$ cat src/rtl/instr_load_pkg.sv
// Shared types and sizing constants for the instruction-memory loader.
// Default instruction store: 24-bit words, 1024 deep.
package instr_load_pkg;

  localparam int INSTR_W        = 24;
  localparam int MEM_DEPTH      = 1024;
  localparam int BYTES_PER_WORD = INSTR_W / 8;
  localparam int LEN_BYTES      = 2;
  localparam int MAX_WORDS      = MEM_DEPTH;

  typedef enum logic [2:0] {
    IDLE,
    LEN_HI,
    LEN_LO,
    DATA,
    WRITE,
    FIN
  } loader_state_t;

endpackage

$ cat src/rtl/byte_word_packer.sv
// Packs an MSB-first byte stream into N-bit words.
// word_valid marks the handshake that completes a word; word is the assembled value on that cycle.
module byte_word_packer
  import instr_load_pkg::*;
#(
  parameter int N = INSTR_W
) (
  input  logic         clk,
  input  logic         rst,
  input  logic         clr,
  input  logic         en,
  input  logic [7:0]   byte_data,
  output logic         word_valid,
  output logic [N-1:0] word
);

  localparam int BPW   = N / 8;
  localparam int IDX_W = (BPW > 1) ? $clog2(BPW) : 1;

  logic [IDX_W-1:0] byte_idx;

  assign word_valid = en && (byte_idx == IDX_W'(BPW - 1));

  always_ff @(posedge clk or posedge rst) begin
    if (rst) begin
      byte_idx <= '0;
    end else if (clr) begin
      byte_idx <= '0;
    end else if (en) begin
      byte_idx <= word_valid ? '0 : byte_idx + IDX_W'(1);
    end
  end

  // Only the older N-8 bits need storing; the newest byte comes straight from the input.
  if (BPW > 1) begin : g_shift
    logic [N-9:0] shift;

    assign word = {shift, byte_data};

    always_ff @(posedge clk or posedge rst) begin
      if (rst) begin
        shift <= '0;
      end else if (clr) begin
        shift <= '0;
      end else if (en) begin
        shift <= word[N-9:0];
      end
    end
  end else begin : g_single
    assign word = byte_data;
  end

endmodule

$ cat src/rtl/instr_mem_loader.sv
// Fills the instruction store from a byte stream: 16-bit big-endian word count, then
// N/8 bytes per word MSB first, written to consecutive addresses from 0.
//
// state  | meaning
// IDLE   | waiting for start; core free to fetch
// LEN_HI | accepting word-count high byte
// LEN_LO | accepting word-count low byte; length checked here
// DATA   | accepting instruction bytes
// WRITE  | one-cycle write strobe of the assembled word
// FIN    | done pulse, back to IDLE
module instr_mem_loader
  import instr_load_pkg::*;
#(
  parameter int N      = INSTR_W,
  parameter int DEPTH  = MEM_DEPTH,
  parameter int ADDR_W = $clog2(DEPTH)
) (
  input  logic              clk,
  input  logic              rst,
  input  logic              start,
  input  logic              abort,
  input  logic              byte_valid,
  input  logic [7:0]        byte_data,
  output logic              byte_ready,
  output logic              mem_we,
  output logic [ADDR_W-1:0] mem_addr,
  output logic [N-1:0]      mem_wdata,
  output logic              busy,
  output logic              done,
  output logic              err,
  output logic [ADDR_W:0]   word_count
);

  loader_state_t     state, state_nxt;
  logic              hs;
  logic              len_bad;
  logic              last_word;
  logic              word_valid;
  logic [7:0]        len_hi;
  logic [15:0]       len;
  logic [15:0]       len_full;
  logic [ADDR_W-1:0] word_idx;
  logic [N-1:0]      packed_word;

  assign hs        = byte_valid & byte_ready;
  assign len_full  = {len_hi, byte_data};
  assign len_bad   = (len_full == 16'd0) || ({16'd0, len_full} > 32'(DEPTH));
  assign last_word = (32'(word_idx) + 32'd1) == {16'd0, len};

  byte_word_packer #(.N(N)) u_packer (
    .clk        (clk),
    .rst        (rst),
    .clr        (state != DATA),
    .en         (hs && (state == DATA)),
    .byte_data  (byte_data),
    .word_valid (word_valid),
    .word       (packed_word)
  );

  always_ff @(posedge clk or posedge rst) begin
    if (rst) state <= IDLE;
    else     state <= state_nxt;
  end

  always_comb begin
    state_nxt = state;
    case (state)
      IDLE:    if (start) state_nxt = LEN_HI;
      LEN_HI: begin
        if (abort)   state_nxt = IDLE;
        else if (hs) state_nxt = LEN_LO;
      end
      LEN_LO: begin
        if (abort)   state_nxt = IDLE;
        else if (hs) state_nxt = len_bad ? IDLE : DATA;
      end
      DATA: begin
        if (abort)           state_nxt = IDLE;
        else if (word_valid) state_nxt = WRITE;
      end
      WRITE: begin
        if (abort)          state_nxt = IDLE;
        else if (last_word) state_nxt = FIN;
        else                state_nxt = DATA;
      end
      FIN:     state_nxt = IDLE;
      default: state_nxt = IDLE;
    endcase
  end

  always_comb begin
    byte_ready = 1'b0;
    busy       = 1'b0;
    mem_we     = 1'b0;
    done       = 1'b0;
    case (state)
      LEN_HI, LEN_LO, DATA: begin
        byte_ready = 1'b1;
        busy       = 1'b1;
      end
      WRITE: begin
        busy   = 1'b1;
        mem_we = 1'b1;
      end
      FIN:     done = 1'b1;
      default: ;
    endcase
  end

  // The write in WRITE always lands, even with abort, so the counters advance regardless.
  always_ff @(posedge clk or posedge rst) begin
    if (rst) begin
      len_hi     <= '0;
      len        <= '0;
      word_idx   <= '0;
      word_count <= '0;
      mem_addr   <= '0;
      mem_wdata  <= '0;
      err        <= 1'b0;
    end else begin
      err <= 1'b0;
      case (state)
        IDLE: begin
          if (start) begin
            word_idx   <= '0;
            word_count <= '0;
          end
        end
        LEN_HI: if (hs && !abort) len_hi <= byte_data;
        LEN_LO: begin
          if (hs && !abort) begin
            len <= len_full;
            err <= len_bad;
          end
        end
        DATA: begin
          if (word_valid && !abort) begin
            mem_addr  <= word_idx;
            mem_wdata <= packed_word;
          end
        end
        WRITE: begin
          word_count <= word_count + (ADDR_W+1)'(1);
          if (!last_word) word_idx <= word_idx + ADDR_W'(1);
        end
        default: ;
      endcase
    end
  end

endmodule

$ cat config.mk
export PLATFORM = sky130hd
export DESIGN_NAME = instr_mem_loader
export DESIGN_NICKNAME = d
export VERILOG_FILES = /design/src/rtl/instr_load_pkg.sv /design/src/rtl/byte_word_packer.sv /design/src/rtl/instr_mem_loader.sv
export SDC_FILE = /design/constraint.sdc
export NUM_CORES = 1
export LEC_CHECK = 0
export BUFFER_PORTS_ARGS = -buffer_cell sky130_fd_sc_hd__buf_4
export CAP_MARGIN = 0
export CORE_ASPECT_RATIO = 1.75
export CORE_MARGIN = 3
export CORE_UTILIZATION = 55
export DETAILED_ROUTE_END_ITERATION = 10
export HOLD_SLACK_MARGIN = 0.03
export PLACE_DENSITY_LB_ADDON = 0.1
export SKIP_CTS_REPAIR_TIMING = 1
export SYNTH_ARGS = -nofsm -noshare
export SYNTH_HDL_FRONTEND = slang
export SYNTH_SLANG_ARGS = --single-unit
$ cat constraint.sdc
create_clock -name clk -period 3.77 [get_ports clk]
set_input_delay 0.377 -clock clk [delete_from_list [all_inputs] [get_ports clk]]
set_output_delay 0.377 -clock clk [all_outputs]
set_load 0.005 [all_outputs]
; After elaboration in Yosys (flattened, before gate mapping)
; Index checks and enable logic that the tools add are counted.
[totals]
regBits = 101
elab_cells = 74
[op_classes]
order_cmp = 1
bitwise = 1
n_reduce_logical = 18
eq_ne = 13
muxes = 27
addsub = 4
[ops]
columns = op, n
row1 = $mux 16, 2
row2 = $mux 3, 9
row3 = $pmux 11 s2, 1
row4 = $mux 10, 2
row5 = $pmux 10 s2, 1
row6 = $eq 11x16->1, 1
row7 = $gt 16x11->1 const B, 1
row8 = $logic_not 16->1, 1
row9 = $pmux 3 s5, 1
row10 = $add 10x1->11 const B, 1
row11 = $add 11x1->11 const B, 1
row12 = $mux 11, 1
row13 = $add 10x1->10 const B, 1
row14 = $mux 2, 4
row15 = $reduce_and 2->1, 4
row16 = $eq 3x2->1 const B, 2
row17 = $eq 3x3->1 const B, 2
row18 = $mux 1, 6
row19 = $ne 3x2->1 const B, 2
row20 = $ne 3x3->1 const B, 2
row21 = $logic_and 1x1->1, 4
row22 = $ne 2x2->1 const B, 2
row23 = $reduce_and 4->1, 1
row24 = $reduce_bool 2->1, 2
row25 = other kinds (10), 10

; Depth between registers and ports, before layout
[logic_depth]
depth_word = 9
ltp_mapped = 9
depth_no_buf = 8

; Hierarchy
; A second synthesis with hierarchy kept.
[unflattened]
hier_cells = 408
area_unflattened_um2 = 4777.1
[modules_own_cells]
columns = module, seq_area_each_um2, instances, area_each_um2, cells_each
row1 = instr_mem_loader, 2077.0, 1, 3971.3, 337
row2 = byte_word_packer, 450.4, 1, 805.8, 71

; Worst setup path before layout
; Ideal clock, no wire load.
[synth_timing]
kind = reg-to-reg
startpoint = register word_idx[0]
endpoint = register word_idx[5]
setup_time_ps = 126
path_slack_ps = 1268
path_stages_with_launch = 9
path_buffers = 1
t_arrival_ps = 2376
cell_sequence = dfrtp_1 ha_1 nand3_1 o21a_1 or4_4 a311oi_2 a21oi_2 buf_6 a221o_1
[synth_between]
elab_chain_len = 4
elab_cells_between_ends = 7
[synth_rtl]
columns = item, line
row1 = "start, declared", instr_mem_loader.sv:42  ; logic [ADDR_W-1:0] word_idx;
row2 = "start signal, assigned", instr_mem_loader.sv:144  ; if (!last_word) word_idx <= word_idx + ADDR_W'(1);
row3 = $add 10x1->11, instr_mem_loader.sv:48  ; assign last_word = (32'(word_idx) + 32'd1) == {16'd0, len};
row4 = $eq 11x16->1, instr_mem_loader.sv:48
row5 = $ne 2x2->1 (no line), n/a
row6 = $reduce_and 3->1 (no line), n/a
; Parallel ways exist; a longest one is shown, timed or not. The select of a mux whose other input is x is not followed.
; A chain may end at the register's enable or synchronous reset.

; Final worst setup path
[layout_timing]
startpoint = register word_idx[0]
endpoint = register word_idx[0]
; Same word-level chain as after synthesis.

==> impl_results.md <==
- Die area: 0.009541 mm²
- Endpoints failing setup: 0
- RSZ-0062 raised after global routing: false
- Via density: 5.910
- # fillers: 634
- Post-synth top area cell: dfrtp_1
- Clk pin slew, worst setup/hold paths: 0.06 ns
- Met2 Use GR: 0.3669
- Dpl hpwl: 6.759 mm
- Tightest Pin Transition: 0.9063 ns
- I/O Pins: 63
- Initial drt markers: 190
- Mapped Avg Cell Area: 11.77 µm²
- Worst hold-check path type: in -> async
- Area Overhead vs Synth: 17.76%
- Num rows: 43
- Hold Vio Cnt, Final: 0
- Core Area: 0.008016 mm²
- Top cells by area, synth: dfrtp_1, mux2_2, mux2i_1
- Synth unique cells: 51
- Outcome: finished, final reports clean
- Post-synth ARST share: 1.000
- Worst path required time: 4.05 ns
- GRT Util Overall: 0.2181
- Die W: 75.14 µm
- Vias in the first global route: 3,326
- Critical setup path kind: reg -> reg
- Min cycle time layout: 3.156 ns
- Clk buf depth: 2
- Drt wl/cell: 17.30 µm
- Layout cells sized above 1: 0.3216
- Post-synth EDFFs: 0
- TritonCTS Buffers: 9
- Setup TNS: 0 ns
- Pre-Repair DR Iteration Count: 4
- Final WS setup: 0.6136 ns
- Setup WS pre-CTS: 0.6589 ns
- CP max FO: 18
- Cell area after layout: 0.005418 mm²
- Synth top area share: 0.5494
- Ys flop type: dfrtp_1
- CTS Root Cell: clkbuf_16
- Post-route antenna net violation count: 0
- Post-Syn Area: 0.004601 mm²
- Peak supply drop: 0.3768 mV
- Met1 Resource Use GR: 0.2648
- Cells after synthesis: 391
- Largest net degree at the start of global routing: 52
- Detailed-route via count: 3,215
- Port Buffers: 62
- H-tree levels: 3
- Max-cap check violation count: 0
- TritonCTS clock tree: yes
- Top-count cell post-synth: dfrtp_1
- Peak Freq: 316.8 MHz
- Initial antenna violation count: 0
- Worst EP arrival: 3.44 ns
- Clock sink count: 101
- # diodes: 0
- Clock Skew: 0.005532 ns
- Final nets: 464
- Leak: 2.725 nW
- Final period util: 0.8372
- Dpl cell area: 0.005129 mm²
- CP Capture Type: flip-flop
- Die height: 127.0 µm
- Met3 Track Usage GR: 0.05354
- Post-Route WL: 9.412 mm
- GRT overflow: 0
- CP Launch Type: flip-flop
- Max Slew Vio Count: 0
- YS warnings: 0
- Commonest cells in the netlist: dfrtp_1, mux2_2, nor2_1
- # DRC: 0
- R2r startpoint: word_idx[0]
- Slew margin rel.: 0.3926
- Post-synthesis sequential area ratio: 0.5494
- Starting Density: 0.5739
- Seq cells post-synth: 101
- Synthesized Nets: 406
- Clk Latency, worst-skew pair: 0.34 ns
- Pwr dens: 535.3 mW/mm²
- Gpl congestion: 0.8465
- GRT Max-Usage Layer: met2
- Worst setup path start: word_idx[0]
- First-pass GRT wire length: 15.99 mm
final cells by class:
class	instances	area, µm²	area share
Tap cell	90	112.6	0.02079
Timing Repair Buffer	67	503.0	0.09284
Clock inverter	4	32.53	0.006005
Multi-Input combinational cell	264	1961	0.3619
Inverter	6	25.02	0.004619
Clock buffer	12	256.5	0.04734
Sequential cell	101	2527	0.4665
flip-flops by register name, summed over array words and instances (netlist names):
name and cells:
mem_wdata 24, len_hi 8, err 1, len 16, u_packer.byte_idx 2, state 3, word_idx 10, mem_addr 10
word_count 11, u_packer.g_shift.shift 16
report_power, final:
part	switching [mW]	total (mW)	internal, mW
sequential	0.164	1.41	1.24
combinational	0.302	0.614	0.312
clock	0.394	0.880	0.486
logic make-up after synthesis:
family,after synthesis,synth area share
compound gates,53,0.07914
mux,77,0.1836
simple gates,117,0.1295
xor+xnor,15,0.02855
buf+inv,26,0.02448
flops,101,0.5494
fa+ha+maj,2,0.005438
through the flow:
stage	hold WS (ns)	utilization	cells	power, mW
final	0.1219	0.6758	544	2.900
after global routing	0.1489	0.6758	544	3.065
after CTS	0.1395	0.6758	544	2.930
after detailed placement	0.4902	0.6398	528	2.045
after global placement	0.4815	0.6398	528	2.011
after floorplan	0.4701	-	391	1.846
final timing paths:
| check | to | slack (ns) | cells past startpoint |
|---|---|---|---|
| setup / recovery | word_idx[0] | 0.61 | 8 |
| hold / removal | mem_wdata[10] | 0.12 | 2 |
| setup reg to reg | word_idx[0] | 0.61 | 8 |
| hold reg to reg | len[15] | 0.50 | 1 |
| max in group asynchronous | u_packer.byte_idx[0] | 2.82 | 3 |
| min in group clk | state[2] | 0.26 | 2 |
critical path, stage by stage (launching register included):
cell      delay [ns]
dfrtp_1         0.46
ha_1            0.30
nand3_1         0.20
o21a_1          0.25
or4_4           0.48
a311oi_2        0.31
a21oi_2         0.23
nor2b_1         0.59
mux2_2          0.28
layout by cell type, fill, tap and decap left out, types with 3 or more instances in the layout:
cell type,synthesis,routed
a31oi_1,3,3
inv_1,5,4
nor3_1,6,6
xor2_1,10,10
a211o_1,3,3
nor2_1,40,40
nand3_1,18,18
nand4_1,6,6
nand2_1,17,17
nor4_1,4,4
a21oi_1,5,5
a221o_1,3,3
dfrtp_1,101,101
and3_1,9,9
nor2b_1,4,4
xnor2_1,5,5
nor3b_1,3,3
mux2_2,59,59
o21ai_0,20,20
buf_4,1,67
a211oi_1,3,3
mux2i_1,18,18
clkbuf_16,0,9
metal layers:
metal  vias up  wire length [µm]
met5         -                 0
met4         0               220
met3        21               310
met2        61              5138
met1      1614              3743
li1       1519                 -
Note: power is estimated with default switching activity, not from simulation.
